<file path="src/rtl/memory_access.sv">
// Memory-access pipeline stage: issues loads/stores on a req/ack data bus with
// big-endian byte-lane steering, and passes non-memory results to writeback.
module memory_access (
    input  logic        clk,
    input  logic        rst,
    input  logic        i_exec_stall,
    input  logic        i_fetch_stall,
    output logic        o_mem_stall,
    input  logic [5:0]  i_op,
    input  logic [4:0]  i_dst_gpr,
    input  logic [31:0] i_result,
    input  logic [31:0] i_mem_data,
    output logic [31:0] o_dbus_addr,
    output logic        o_dbus_rd,
    output logic        o_dbus_wr,
    output logic [3:0]  o_dbus_ben,
    output logic [31:0] o_dbus_wdata,
    input  logic [31:0] i_dbus_rdata,
    input  logic        i_dbus_ack,
    output logic [4:0]  o_rd_no,
    output logic [31:0] o_rd_val,
    output logic        o_rd_wr,
    output logic        o_addr_err,
    output logic [31:0] o_err_addr
);

    localparam logic [5:0] OP_LB  = 6'h20;
    localparam logic [5:0] OP_LH  = 6'h21;
    localparam logic [5:0] OP_LW  = 6'h23;
    localparam logic [5:0] OP_LBU = 6'h24;
    localparam logic [5:0] OP_LHU = 6'h25;
    localparam logic [5:0] OP_SB  = 6'h28;
    localparam logic [5:0] OP_SH  = 6'h29;
    localparam logic [5:0] OP_SW  = 6'h2B;

    typedef enum logic {IDLE, BUSY} state_t;

    state_t      state_q;
    logic [5:0]  memOp_q;
    logic [4:0]  dstGpr_q;
    logic [1:0]  byteOff_q;

    logic        coreStall;
    logic        isLoad, isStore, misaligned;
    logic [3:0]  ben_d;
    logic [31:0] wdata_d;
    logic [31:0] loadVal_d;
    logic [31:0] laneShifted;
    logic [7:0]  byteVal;
    logic [15:0] halfVal;

    assign coreStall   = o_mem_stall | i_exec_stall | i_fetch_stall;
    assign o_mem_stall = (state_q == BUSY);

    // Decode the incoming op: lane enables, store replication and alignment check.
    always_comb begin
        isLoad     = 1'b0;
        isStore    = 1'b0;
        misaligned = 1'b0;
        ben_d      = 4'b0000;
        wdata_d    = i_mem_data;
        case (i_op)
            OP_LB, OP_LBU, OP_SB: begin
                ben_d   = 4'b1000 >> i_result[1:0];
                wdata_d = {4{i_mem_data[7:0]}};
            end
            OP_LH, OP_LHU, OP_SH: begin
                ben_d      = i_result[1] ? 4'b0011 : 4'b1100;
                wdata_d    = {2{i_mem_data[15:0]}};
                misaligned = i_result[0];
            end
            OP_LW, OP_SW: begin
                ben_d      = 4'b1111;
                misaligned = |i_result[1:0];
            end
            default: ;
        endcase
        isLoad  = (i_op == OP_LB) || (i_op == OP_LH) || (i_op == OP_LW) ||
                  (i_op == OP_LBU) || (i_op == OP_LHU);
        isStore = (i_op == OP_SB) || (i_op == OP_SH) || (i_op == OP_SW);
    end

    // Byte k of a big-endian word sits 8*(3-k) bits above bit 0.
    always_comb begin
        laneShifted = i_dbus_rdata >> {~byteOff_q, 3'b000};
        byteVal     = laneShifted[7:0];
        halfVal     = byteOff_q[1] ? i_dbus_rdata[15:0] : i_dbus_rdata[31:16];
        case (memOp_q)
            OP_LB:   loadVal_d = {{24{byteVal[7]}}, byteVal};
            OP_LBU:  loadVal_d = {24'h0, byteVal};
            OP_LH:   loadVal_d = {{16{halfVal[15]}}, halfVal};
            OP_LHU:  loadVal_d = {16'h0, halfVal};
            default: loadVal_d = i_dbus_rdata;
        endcase
    end

    always_ff @(posedge clk or posedge rst) begin
        if (rst) begin
            state_q      <= IDLE;
            memOp_q      <= 6'h0;
            dstGpr_q     <= 5'h0;
            byteOff_q    <= 2'h0;
            o_dbus_addr  <= 32'h0;
            o_dbus_rd    <= 1'b0;
            o_dbus_wr    <= 1'b0;
            o_dbus_ben   <= 4'h0;
            o_dbus_wdata <= 32'h0;
            o_rd_no      <= 5'h0;
            o_rd_val     <= 32'h0;
            o_rd_wr      <= 1'b0;
            o_addr_err   <= 1'b0;
            o_err_addr   <= 32'h0;
        end else begin
            o_rd_wr    <= 1'b0;
            o_addr_err <= 1'b0;
            case (state_q)
                IDLE: begin
                    if (!coreStall) begin
                        if ((isLoad || isStore) && misaligned) begin
                            o_addr_err <= 1'b1;
                            o_err_addr <= i_result;
                        end else if (isLoad || isStore) begin
                            o_dbus_addr <= {i_result[31:2], 2'b00};
                            o_dbus_rd   <= isLoad;
                            o_dbus_wr   <= isStore;
                            o_dbus_ben  <= ben_d;
                            if (isStore)
                                o_dbus_wdata <= wdata_d;
                            memOp_q   <= i_op;
                            dstGpr_q  <= i_dst_gpr;
                            byteOff_q <= i_result[1:0];
                            state_q   <= BUSY;
                        end else begin
                            o_rd_no  <= i_dst_gpr;
                            o_rd_val <= i_result;
                            o_rd_wr  <= (i_dst_gpr != 5'h0);
                        end
                    end
                end
                BUSY: begin
                    if (i_dbus_ack) begin
                        o_dbus_rd  <= 1'b0;
                        o_dbus_wr  <= 1'b0;
                        o_dbus_ben <= 4'h0;
                        state_q    <= IDLE;
                        if (o_dbus_rd) begin
                            o_rd_no  <= dstGpr_q;
                            o_rd_val <= loadVal_d;
                            o_rd_wr  <= (dstGpr_q != 5'h0);
                        end
                    end
                end
                default: state_q <= IDLE;
            endcase
        end
    end

endmodule

</file>
<file path="config.mk">
export PLATFORM = sky130hd
export DESIGN_NAME = memory_access
export DESIGN_NICKNAME = d
export VERILOG_FILES = /design/src/rtl/memory_access.sv
export SDC_FILE = /design/constraint.sdc
export NUM_CORES = 1
export LEC_CHECK = 0
export CORE_MARGIN = 10
export CORE_UTILIZATION = 50
export CTS_CLUSTER_SIZE = 40
export DETAILED_ROUTE_END_ITERATION = 16
export GPL_TIMING_DRIVEN = 0
export PLACE_DENSITY_LB_ADDON = 0.3
export SLEW_MARGIN = 0
export SYNTH_ARGS = -nofsm -noshare
export SYNTH_HDL_FRONTEND = slang
export SYNTH_SLANG_ARGS = --single-unit
export TNS_END_PERCENT = 5
</file>
<file path="constraint.sdc">
create_clock -name clk -period 16.5 [get_ports clk]
set_input_delay 4.125 -clock clk [delete_from_list [all_inputs] [get_ports clk]]
set_output_delay 4.125 -clock clk [all_outputs]
set_load 0.005 [all_outputs]
</file>
==> results of run 1 <==
## power groups by stage
stage | registers [mW] | logic (mW) | clock network [mW]
floorplan | 0.506 | 0.146 | 0
CTS | 0.499 | 0.388 | 0.370
detailed placement | 0.505 | 0.385 | 0
global placement | 0.500 | 0.378 | 0
global route | 0.508 | 0.415 | 0.384
finish | 0.499 | 0.386 | 0.363
## synthesized netlist by cell type (3+ instances only)
library cell,count
nor4b_1,7
mux2_1,92
buf_4,12
a2111oi_1,10
a2111oi_0,6
nor2b_1,4
o21ai_0,27
a211oi_1,20
nand3_1,34
and3_1,18
mux2i_1,28
mux2_2,8
dfrtp_1,153
nand2_1,22
nor3_1,13
buf_2,15
o31ai_1,6
buf_6,5
o221ai_1,7
a41oi_1,8
a31oi_1,33
o31ai_2,10
clkbuf_1,28
a21oi_1,29
a21o_1,3
or3b_2,7
nor2_1,14
inv_1,6
## metal layers
metal / part of all wire / vias up / global-route usage / routed length, um
met1: 0.40 / 3362 / 0.297 / 10300
met5: 0 / - / 0 / 0
met4: 0.026 / 0 / 0.0876 / 658
li1: - / 3055 / - / -
met2: 0.48 / 294 / 0.390 / 12200
met3: 0.095 / 42 / 0.0787 / 2430
## placed cells by master (no fill, tap or decap), types with 3 or more instances in the layout
cell type        instances
mux2_2                   8
buf_4                   12
buf_2                   15
nor2_1                  14
mux2_1                  92
a211oi_1                20
inv_1                    5
nand3_1                 34
nor3_1                  13
clkinv_4                 3
inv_6                    5
a21o_1                   3
dfrtp_1                153
a41oi_1                  8
clkbuf_16               17
or3b_2                   7
o31ai_2                 10
o21ai_0                 27
o221ai_1                 7
a21oi_1                 29
clkbuf_1                28
nor4b_1                  7
clkinv_2                 4
a31oi_1                 33
a2111oi_1               10
nand2_1                 22
mux2i_1                 28
clkdlybuf4s50_1        249
and3_1                  18
o31ai_1                  6
a2111oi_0                6
buf_6                    5
nor2b_1                  4
## state kept, by name, summed over array words and instances, names as in the netlist, 2 cells and up
name          flops
byteOff_q         2
o_rd_val         32
memOp_q           6
o_dbus_ben        4
dstGpr_q          5
o_dbus_addr      30
o_dbus_wdata     32
o_err_addr       32
o_rd_no           5
## critical path: cells and delay by family
kind / cells / cell delay (ns)
AO/OA/AOI/OAI: 2 / 0.28
AND/OR/NAND/NOR: 2 / 1.06
buffers and inverters: 2 / 0.99
## worst min-delay path by stage
stage / endpoint / from / cells after the start
after floorplan: memOp_q[5] / memOp_q[5] / 1
after global placement: memOp_q[5] / memOp_q[5] / 1
after detailed placement: memOp_q[5] / memOp_q[5] / 1
after CTS: memOp_q[5] / memOp_q[5] / 1
after global routing: o_dbus_addr[24] / o_dbus_addr[24] / 1
final: memOp_q[5] / memOp_q[5] / 1
## cells by family after synthesis
family          share of synthesized area
buf+inv                            0.0473
flops                               0.498
simple gates                        0.110
compound gates                      0.159
other cells                      0.000488
mux                                 0.186
## stage by stage
| stage | std cells | utilization | setup WS (ns) |
|---|---|---|---|
| final | 1136 | 0.726 | 10.34 |
| after CTS | 1136 | 0.726 | 10.38 |
| after global placement | 1103 | 0.688 | 6.14 |
| after floorplan | 666 | - | 8.25 |
| after global routing | 1136 | 0.726 | 10.17 |
| after detailed placement | 1104 | 0.690 | 9.97 |
## layout make-up
class | count | area (um2) | area share
Sequential cell | 153 | 3830 | 0.348
Multi-Input combinational cell | 443 | 3500 | 0.318
Timing Repair Buffer | 250 | 2520 | 0.229
Clock buffer | 17 | 425 | 0.0387
Buffer | 62 | 334 | 0.0304
Tap cell | 188 | 235 | 0.0214
Clock inverter | 15 | 119 | 0.0108
Inverter | 8 | 35.0 | 0.00319
==> impl_metrics.tcl, run 1 <==
set metrics [dict create \
    syn_to_layout_area_delta_pct 43.0 \
    cts_buffer_depth 2 \
    timing.final.setup_violations 0 \
    detail_route.first_pass.iterations 5 \
    fmax_ghz 0.162 \
    synth.area.top_cells "dfrtp_1 50%, mux2_1 13%, mux2i_1 3.6%" \
    r2r_cells 4 \
    worst_r2r_endpoint "o_rd_val[8]" \
    clock_insertion_delay_worst_skew_ns 0.43 \
    ys_async_sr_fraction 1.00 \
    starting_density_of_the_core 0.508 \
    dr.first_iter.drc_count 533 \
    slowest_delay_ns 0.63 \
    pwr_cell_area_nw_per_um2 113 \
    globalRoute.totalOverflow 0 \
    worst_slew_pin_slew_ns 1.04 \
    leakage_nw 4.66 \
    path_clk_slew_ns 0.06 \
    cts-hold-fix-buffers 0 \
    gp_routability_congestion 0.968 \
    postSynthRegisterBits 153 \
    r2r-start "memOp_q[1]" \
    final-max-slew-violation-count 0 \
    drt-wirelength-per-cell_um 22.5 \
    placement.io_buffers 249 \
    tritoncts "yes" \
    synth_cell_types 61 \
    worstSetupStartpoint "i_op[2]" \
    timing.critical_path.cells "clkdlybuf4s50_1, nor4bb_1, a211oi_2, nor2_1, buf_2, o31ai_2" \
    fin_setup_tns_ns 0 \
    rrSetupSlack_ns 14.11 \
    critical_path.max_fanout 10 \
    critPathKind "input port to flip-flop" \
    report.power.total_mw 1.25 \
    postRouteAntennaNets 0 \
    dieHeight_um 144 \
    power.switching_uw 378 \
    finalWirelength_um 25600 \
    fin_hold_ws_ns 0.483 \
    post_route_cells_drive_above_1_share 0.112 \
    cellInternalPower_uw 870 \
    finalNetCount 1047 \
    std_cell_rows 45 \
    cp.required_ns 16.80 \
    finalHoldViolCount 0 \
    maxCapViolations 0 \
    rsz0062_at_grt "false" \
    vias_per_cell 5.94 \
    yosysSeqAreaShare 0.498 \
    route.detailed.drc 0 \
    chipWidth_um 144 \
    power.share.sequential 0.400 \
    netSwitchingFraction 0.303 \
    worstSetupStartpointType "input port" \
    slew_headroom 0.302 \
    synth-edff-count 0 \
    cts_made_buffers 17 \
    num_antenna_cells 0 \
    die_area_um2 20700 \
    slowest_stage "nor4bb_1" \
    post_synth_instance_area_um2 7690 \
    placement.cell_area_um2 10500 \
    ys.flop_type "dfrtp_1" \
    hold_class "flip-flop to flip-flop" \
    share_of_the_synthesized_area_in_the_top_cell_type 0.498 \
    yosysTopAreaCell "dfrtp_1" \
    dp_hpwl_um 19200 \
    finish.instance_area_um2 11000 \
    fp.coreArea_um2 15100 \
    ctsRootBufferMaster "clkbuf_16" \
    antenna_found_initial 1 \
    postCtsSetupRepairBufs 0 \
    grt_start_max_net_pins 95 \
    cts_resized 0 \
    grt_pass1_vias 6978 \
    worstSetupEndpoint "o_rd_val[20]" \
    htreeDepth 4 \
    crit_end_category "flip-flop" \
    yosys_warnings 0 \
    syn-mean-instance-area_um2 11.6 \
    global_router_s_overall_resource_usage 0.242 \
    synthesized_netlist_cell_count 665 \
    worstPathArrival_ns 6.45 \
    fin_crit_sh 0.373 \
    period_needed_ns 6.16 \
    final.setup_skew_ns 0.00647 \
    status "completed" \
    cts.sinks 153 \
    boundaryPins 254 \
    comb_power_share 0.309 \
    nFillCells 1078 \
    grt_first_pass_wirelength_um 38900 \
    irDropWorstVdd_v 0.0000824 \
    num_vias 6753 \
    share_clk_of_total_power 0.291 \
]
Power figures use the tool's default switching activity.
==> run 2, diff against run 1 <==
--- a/config.mk
+++ b/config.mk
@@ -6,7 +6,7 @@
 export NUM_CORES = 1
 export LEC_CHECK = 0
 export CORE_MARGIN = 10
-export CORE_UTILIZATION = 50
+export CORE_UTILIZATION = 47
 export CTS_CLUSTER_SIZE = 40
 export DETAILED_ROUTE_END_ITERATION = 16
 export GPL_TIMING_DRIVEN = 0
==> constraint.sdc (replaced) <==
create_clock -name clk -period 6.38 [get_ports clk]
set_input_delay 1.595 -clock clk [delete_from_list [all_inputs] [get_ports clk]]
set_output_delay 1.595 -clock clk [all_outputs]
set_load 0.005 [all_outputs]
==> run 2 against run 1 <==
Against the previous run:
- wire length grew 1.4%
- first-iteration DRC count grew 9.6%
- worst setup slack lost 7.6 ns
- clock skew grew 0.0015 ns
- die area grew 5.5%
- utilization shrank 3.0 points
- clock power grew to 2.9 times the previous value
- clock-buffer cell count is the same
- combinational power grew to 2.6 times the previous value
- via count is essentially flat
- largest cell class unchanged
- highest routed layer is now met5
==> impl_metrics.tcl, run 2 (synthesis results as in run 1) <==
set metrics [dict create \
    pre_cts_ws_ns 2.34 \
    detail_route.first_pass.iterations 5 \
    netSwitchingFraction 0.292 \
    finalHoldViolCount 0 \
    cts_resized 0 \
    timing.final.setup_violations 0 \
    maxCapViolations 0 \
    pwr_cell_area_nw_per_um2 301 \
    power.switching_uw 978 \
    route.detailed.drc 0 \
    dr.first_iter.drc_count 584 \
    critPathKind "input port to flip-flop" \
    dp_hpwl_um 19600 \
    cts.sinks 153 \
    drt-wirelength-per-cell_um 22.3 \
    fin_setup_tns_ns 0 \
    share_clk_of_total_power 0.317 \
    final.setup.worst_slack_ns 2.77 \
    fp.coreArea_um2 15900 \
    slew_headroom 0.289 \
    syn_to_layout_area_delta_pct 44.4 \
    path_clk_slew_ns 0.06 \
    layout_common_cells "249 x clkdlybuf4s50_1, 153 x dfrtp_1, 92 x mux2_1" \
    vias_per_cell 5.80 \
    nFillCells 1219 \
    finalWirelength_um 25900 \
    hold_class "flip-flop to flip-flop" \
    commonest_non_fill_non_tap_cell_in_the_layout "clkdlybuf4s50_1" \
    postRouteAntennaNets 0 \
    final.setup_skew_ns 0.00797 \
    grt_first_pass_wirelength_um 40900 \
    dieHeight_um 148 \
    cts-hold-fix-buffers 0 \
    final_util 0.696 \
    gp_routability_congestion 0.929 \
    area_of_the_multi_input_gates_um2 3500 \
    period_needed_ns 3.61 \
    cellInternalPower_mw 2.37 \
    status "completed" \
    ctsRootBufferMaster "clkbuf_16" \
    cts_buffer_depth 2 \
    postCtsSetupRepairBufs 0 \
    cts_made_buffers 17 \
    placement.io_buffers 249 \
    crit_end_category "flip-flop" \
    starting_density_of_the_core 0.482 \
    htreeDepth 4 \
    comb_power_share 0.297 \
    placement.cell_area_um2 10500 \
    cp.required_ns 6.69 \
    boundaryPins 254 \
    rsz0062_at_grt "false" \
    grt_pass1_vias 7045 \
    chipWidth_um 148 \
    antenna_found_initial 1 \
    worstSetupStartpointType "input port" \
    final-max-slew-violation-count 0 \
    reg_top3 "o_dbus_wdata: 32 flops, o_err_addr: 32 flops, o_rd_val: 32 flops" \
    post_route_cells_drive_above_1_share 0.112 \
    fmax_ghz 0.277 \
    seq_area_um2 3830 \
    clock_insertion_delay_worst_skew_ns 0.43 \
    tritoncts "yes" \
    global_router_s_overall_resource_usage 0.237 \
    report.power.total_mw 3.35 \
    finish.instance_area_um2 11100 \
    worstPathArrival_ns 3.92 \
    grt_start_max_net_pins 96 \
    power.share.sequential 0.386 \
    critical_path.max_fanout 8 \
    num_antenna_cells 0 \
    irDropWorstVdd_v 0.000189 \
    fin_crit_sh 0.566 \
    worst_slew_pin_slew_ns 1.06 \
    globalRoute.totalOverflow 0 \
    num_vias 6751 \
    finalNetCount 1047 \
    leakage_nw 4.69 \
    die_area_um2 21900 \
    std_cell_rows 46 \
]
## run 2: changes by cell type in the layout (fill, tap and decap cells not counted)
cell        previous run  this run
bufinv_16              0         3
clkinv_2               4         3
clkinv_4               3         1
clkinvlp_4             2         1
inv_6                  5         6
## run 2: final timing paths
path | start | to | slack, ns | depth (start not counted)
setup / recovery | i_dbus_rdata[23] | o_rd_val[11] | 2.77 | 5
hold / removal | memOp_q[5] | memOp_q[5] | 0.48 | 1
setup reg to reg | memOp_q[1] | o_rd_val[11] | 3.92 | 4
hold reg to reg | memOp_q[5] | memOp_q[5] | 0.48 | 1
max in group asynchronous | rst | o_dbus_addr[10] | 3.94 | 3
min in group asynchronous | rst | o_dbus_wdata[0] | 1.61 | 2
## run 2: worst max-delay path, cell delays in order
cell	delay (ns)
clkdlybuf4s50_1	0.51
mux4_2	0.54
a31oi_1	0.64
a41oi_1	0.25
mux2_1	0.37
## run 2: metal layers
metal | vias to the layer above | GRT usage | part of all wire
met3 | 58 | 0.0702 | 0.086
met4 | 2 | 0.0942 | 0.028
li1 | 3071 | - | -
met5 | - | 0 | 0.00050
met1 | 3322 | 0.294 | 0.41
met2 | 298 | 0.379 | 0.48
## run 2: power groups by stage
stage	combinational [mW]	clock, mW	sequential, mW
after floorplan	0.378	0	1.31
after global placement	0.980	0	1.29
after detailed placement	0.995	0	1.31
after CTS	1.00	1.08	1.29
after global routing	1.08	1.12	1.32
final	0.994	1.06	1.29
## run 2: cell type report
class / instances / area share
plain buffers: 62 / 0.0301
multi-input cells: 443 / 0.315
clock buffers: 17 / 0.0383
flip-flops and latches: 153 / 0.345
repair buffers: 250 / 0.227
well taps: 216 / 0.0243
clock inverters: 15 / 0.0169
inverters: 8 / 0.00316
## run 2: stage by stage
stage               hold WS, ns  instances
global placement          0.466       1131
finish                    0.481       1164
detailed placement        0.471       1132
global route              0.504       1164
floorplan                 0.439        666
CTS                       0.485       1164
==> run 3, diff against run 2 <==
--- a/config.mk
+++ b/config.mk
@@ -6,7 +6,7 @@
 export NUM_CORES = 1
 export LEC_CHECK = 0
 export CORE_MARGIN = 10
-export CORE_UTILIZATION = 47
+export CORE_UTILIZATION = 42
 export CTS_CLUSTER_SIZE = 40
 export DETAILED_ROUTE_END_ITERATION = 16
 export GPL_TIMING_DRIVEN = 0
==> constraint.sdc (replaced) <==
create_clock -name clk -period 3.1 [get_ports clk]
set_input_delay 0.775 -clock clk [delete_from_list [all_inputs] [get_ports clk]]
set_output_delay 0.775 -clock clk [all_outputs]
set_load 0.005 [all_outputs]
==> run 3 against run 2 <==
Against the previous run:
- power grew 110%
- register-to-register slack lost 3.3 ns
- non-clock buffer count grew 2
- first-iteration DRC count grew 5.5%
- via count grew 1.3%
- sequential power grew 110%
- largest cell class unchanged
==> impl_metrics.tcl, run 3 (synthesis results as in run 1) <==
set metrics [dict create \
    status "completed" \
    worst_slew_pin_slew_ns 1.10 \
    slowest_delay_ns 0.60 \
    antenna_found_initial 0 \
    post_route_cells_drive_above_1_share 0.114 \
    final.setup_skew_ns 0.00735 \
    comb_power_share 0.298 \
    critical_path.max_fanout 10 \
    dieHeight_um 155 \
    worstPathArrival_ns 3.18 \
    path_delay_family "simple AND/OR/NAND/NOR gates" \
    finalHoldViolCount 0 \
    global_router_s_overall_resource_usage 0.213 \
    power.switching_mw 2.03 \
    irDropWorstVdd_v 0.000398 \
    num_antenna_cells 0 \
    leakage_nw 4.70 \
    drt-wirelength-per-cell_um 22.4 \
    std_cell_rows 49 \
    cts-hold-fix-buffers 0 \
    cellInternalPower_mw 4.90 \
    netSwitchingFraction 0.293 \
    maxCapViolations 0 \
    dr.first_iter.drc_count 616 \
    path_clk_slew_ns 0.06 \
    syn_to_layout_area_delta_pct 45.1 \
    rsz0062_at_grt "false" \
    crit_end_category "flip-flop" \
    final_util 0.621 \
    slowest_stage "nor4bb_1" \
    period_needed_ns 2.88 \
    detail_route.first_pass.iterations 5 \
    placement.io_buffers 249 \
    cts_made_buffers 17 \
    report.power.total_mw 6.92 \
    boundaryPins 254 \
    gp_routability_congestion 0.897 \
    final-max-slew-violation-count 0 \
    timing.final.setup_violations 0 \
    htreeDepth 4 \
    fin_setup_tns_ns 0 \
    postRouteAntennaNets 0 \
    route.met3.wl_um 2320 \
    tritoncts "yes" \
    globalRoute.totalOverflow 0 \
    cp.required_ns 3.40 \
    r2r_cells 4 \
    hold_class "flip-flop to flip-flop" \
    cts_buffer_depth 2 \
    critPathKind "input port to flip-flop" \
    hp-start "o_dbus_addr[19]" \
    crit_buf_inv 2 \
    cp_num_cells 6 \
    dp_hpwl_um 19900 \
    r2r-start "memOp_q[1]" \
    m1WireLength_um 11000 \
    hold_path_depth 1 \
    ctsRootBufferMaster "clkbuf_16" \
    grt_pass1_vias 6896 \
    power.share.sequential 0.383 \
    timing.critical_path.cells "clkdlybuf4s50_1, nor4bb_1, a211oi_2, nor2_1, buf_2, o31ai_2" \
    fp.coreArea_um2 18000 \
    num_vias 6840 \
    reg_top3 "o_dbus_wdata: 32 flops, o_err_addr: 32 flops, o_rd_val: 32 flops" \
    chipWidth_um 155 \
    cts_resized 0 \
    starting_density_of_the_core 0.428 \
    postCtsSetupRepairBufs 0 \
    fin_crit_sh 0.931 \
    highest-signal-layer "met4" \
    wl_met2_um 12600 \
    finalWirelength_um 26400 \
    pwr_cell_area_nw_per_um2 620 \
    layout_common_cells "249 x clkdlybuf4s50_1, 153 x dfrtp_1, 92 x mux2_1" \
    worstSetupStartpointType "input port" \
    worstSetupStartpoint "i_op[2]" \
    cts.sinks 153 \
    share_clk_of_total_power 0.319 \
    grt_first_pass_wirelength_um 40500 \
    fmax_ghz 0.347 \
    die_area_um2 24100 \
    vias_per_cell 5.80 \
    slew_headroom 0.265 \
    finalNetCount 1049 \
    grt_start_max_net_pins 42 \
    commonest_non_fill_non_tap_cell_in_the_layout "clkdlybuf4s50_1" \
    clock_insertion_delay_worst_skew_ns 0.43 \
    route.detailed.drc 0 \
]
## run 3: final timing paths
| path | to | slack (ns) |
|---|---|---|
| setup / recovery | o_rd_val[21] | 0.22 |
| hold / removal | o_dbus_addr[19] | 0.48 |
| max in group asynchronous | o_rd_val[4] | 1.51 |
| hold reg to reg | o_dbus_addr[19] | 0.48 |
| min in group asynchronous | o_dbus_addr[28] | 0.88 |
| setup reg to reg | o_rd_val[12] | 0.66 |
## run 3: layout make-up
type	count	area, um2
Buffer	62	334
Clock buffer	18	439
Clock inverter	14	185
Fill cell	1512	6800
Inverter	8	33.8
Multi-Input combinational cell	443	3500
Sequential cell	153	3830
Tap cell	229	287
Timing Repair Buffer	252	2550
## run 3: stage by stage
stage / worst slack, ns / hold WS (ns) / instances / instance area [um2]
after global routing: 0.0889 / 0.499 / 1179 / 11200
after CTS: 0.290 / 0.479 / 1179 / 11200
after global placement: -1.04 / 0.455 / 1144 / 10500
after detailed placement: -0.150 / 0.462 / 1147 / 10500
final: 0.215 / 0.483 / 1179 / 11200
after floorplan: 0.394 / 0.439 / 666 / 7700
## run 3: layer usage
layer  vias to the layer above  global-route usage
met3                        42              0.0761
li1                       3065                   -
met4                         0              0.0619
met1                      3433               0.267
met5                         -                   0
met2                       300               0.339
## run 3: power by group through the flow
stage,clock [mW],combinational [mW],sequential (mW)
finish,2.21,2.06,2.65
global route,2.34,2.23,2.70
floorplan,0,0.778,2.70
global placement,0,2.02,2.67
detailed placement,0,2.06,2.68
CTS,2.26,2.08,2.65
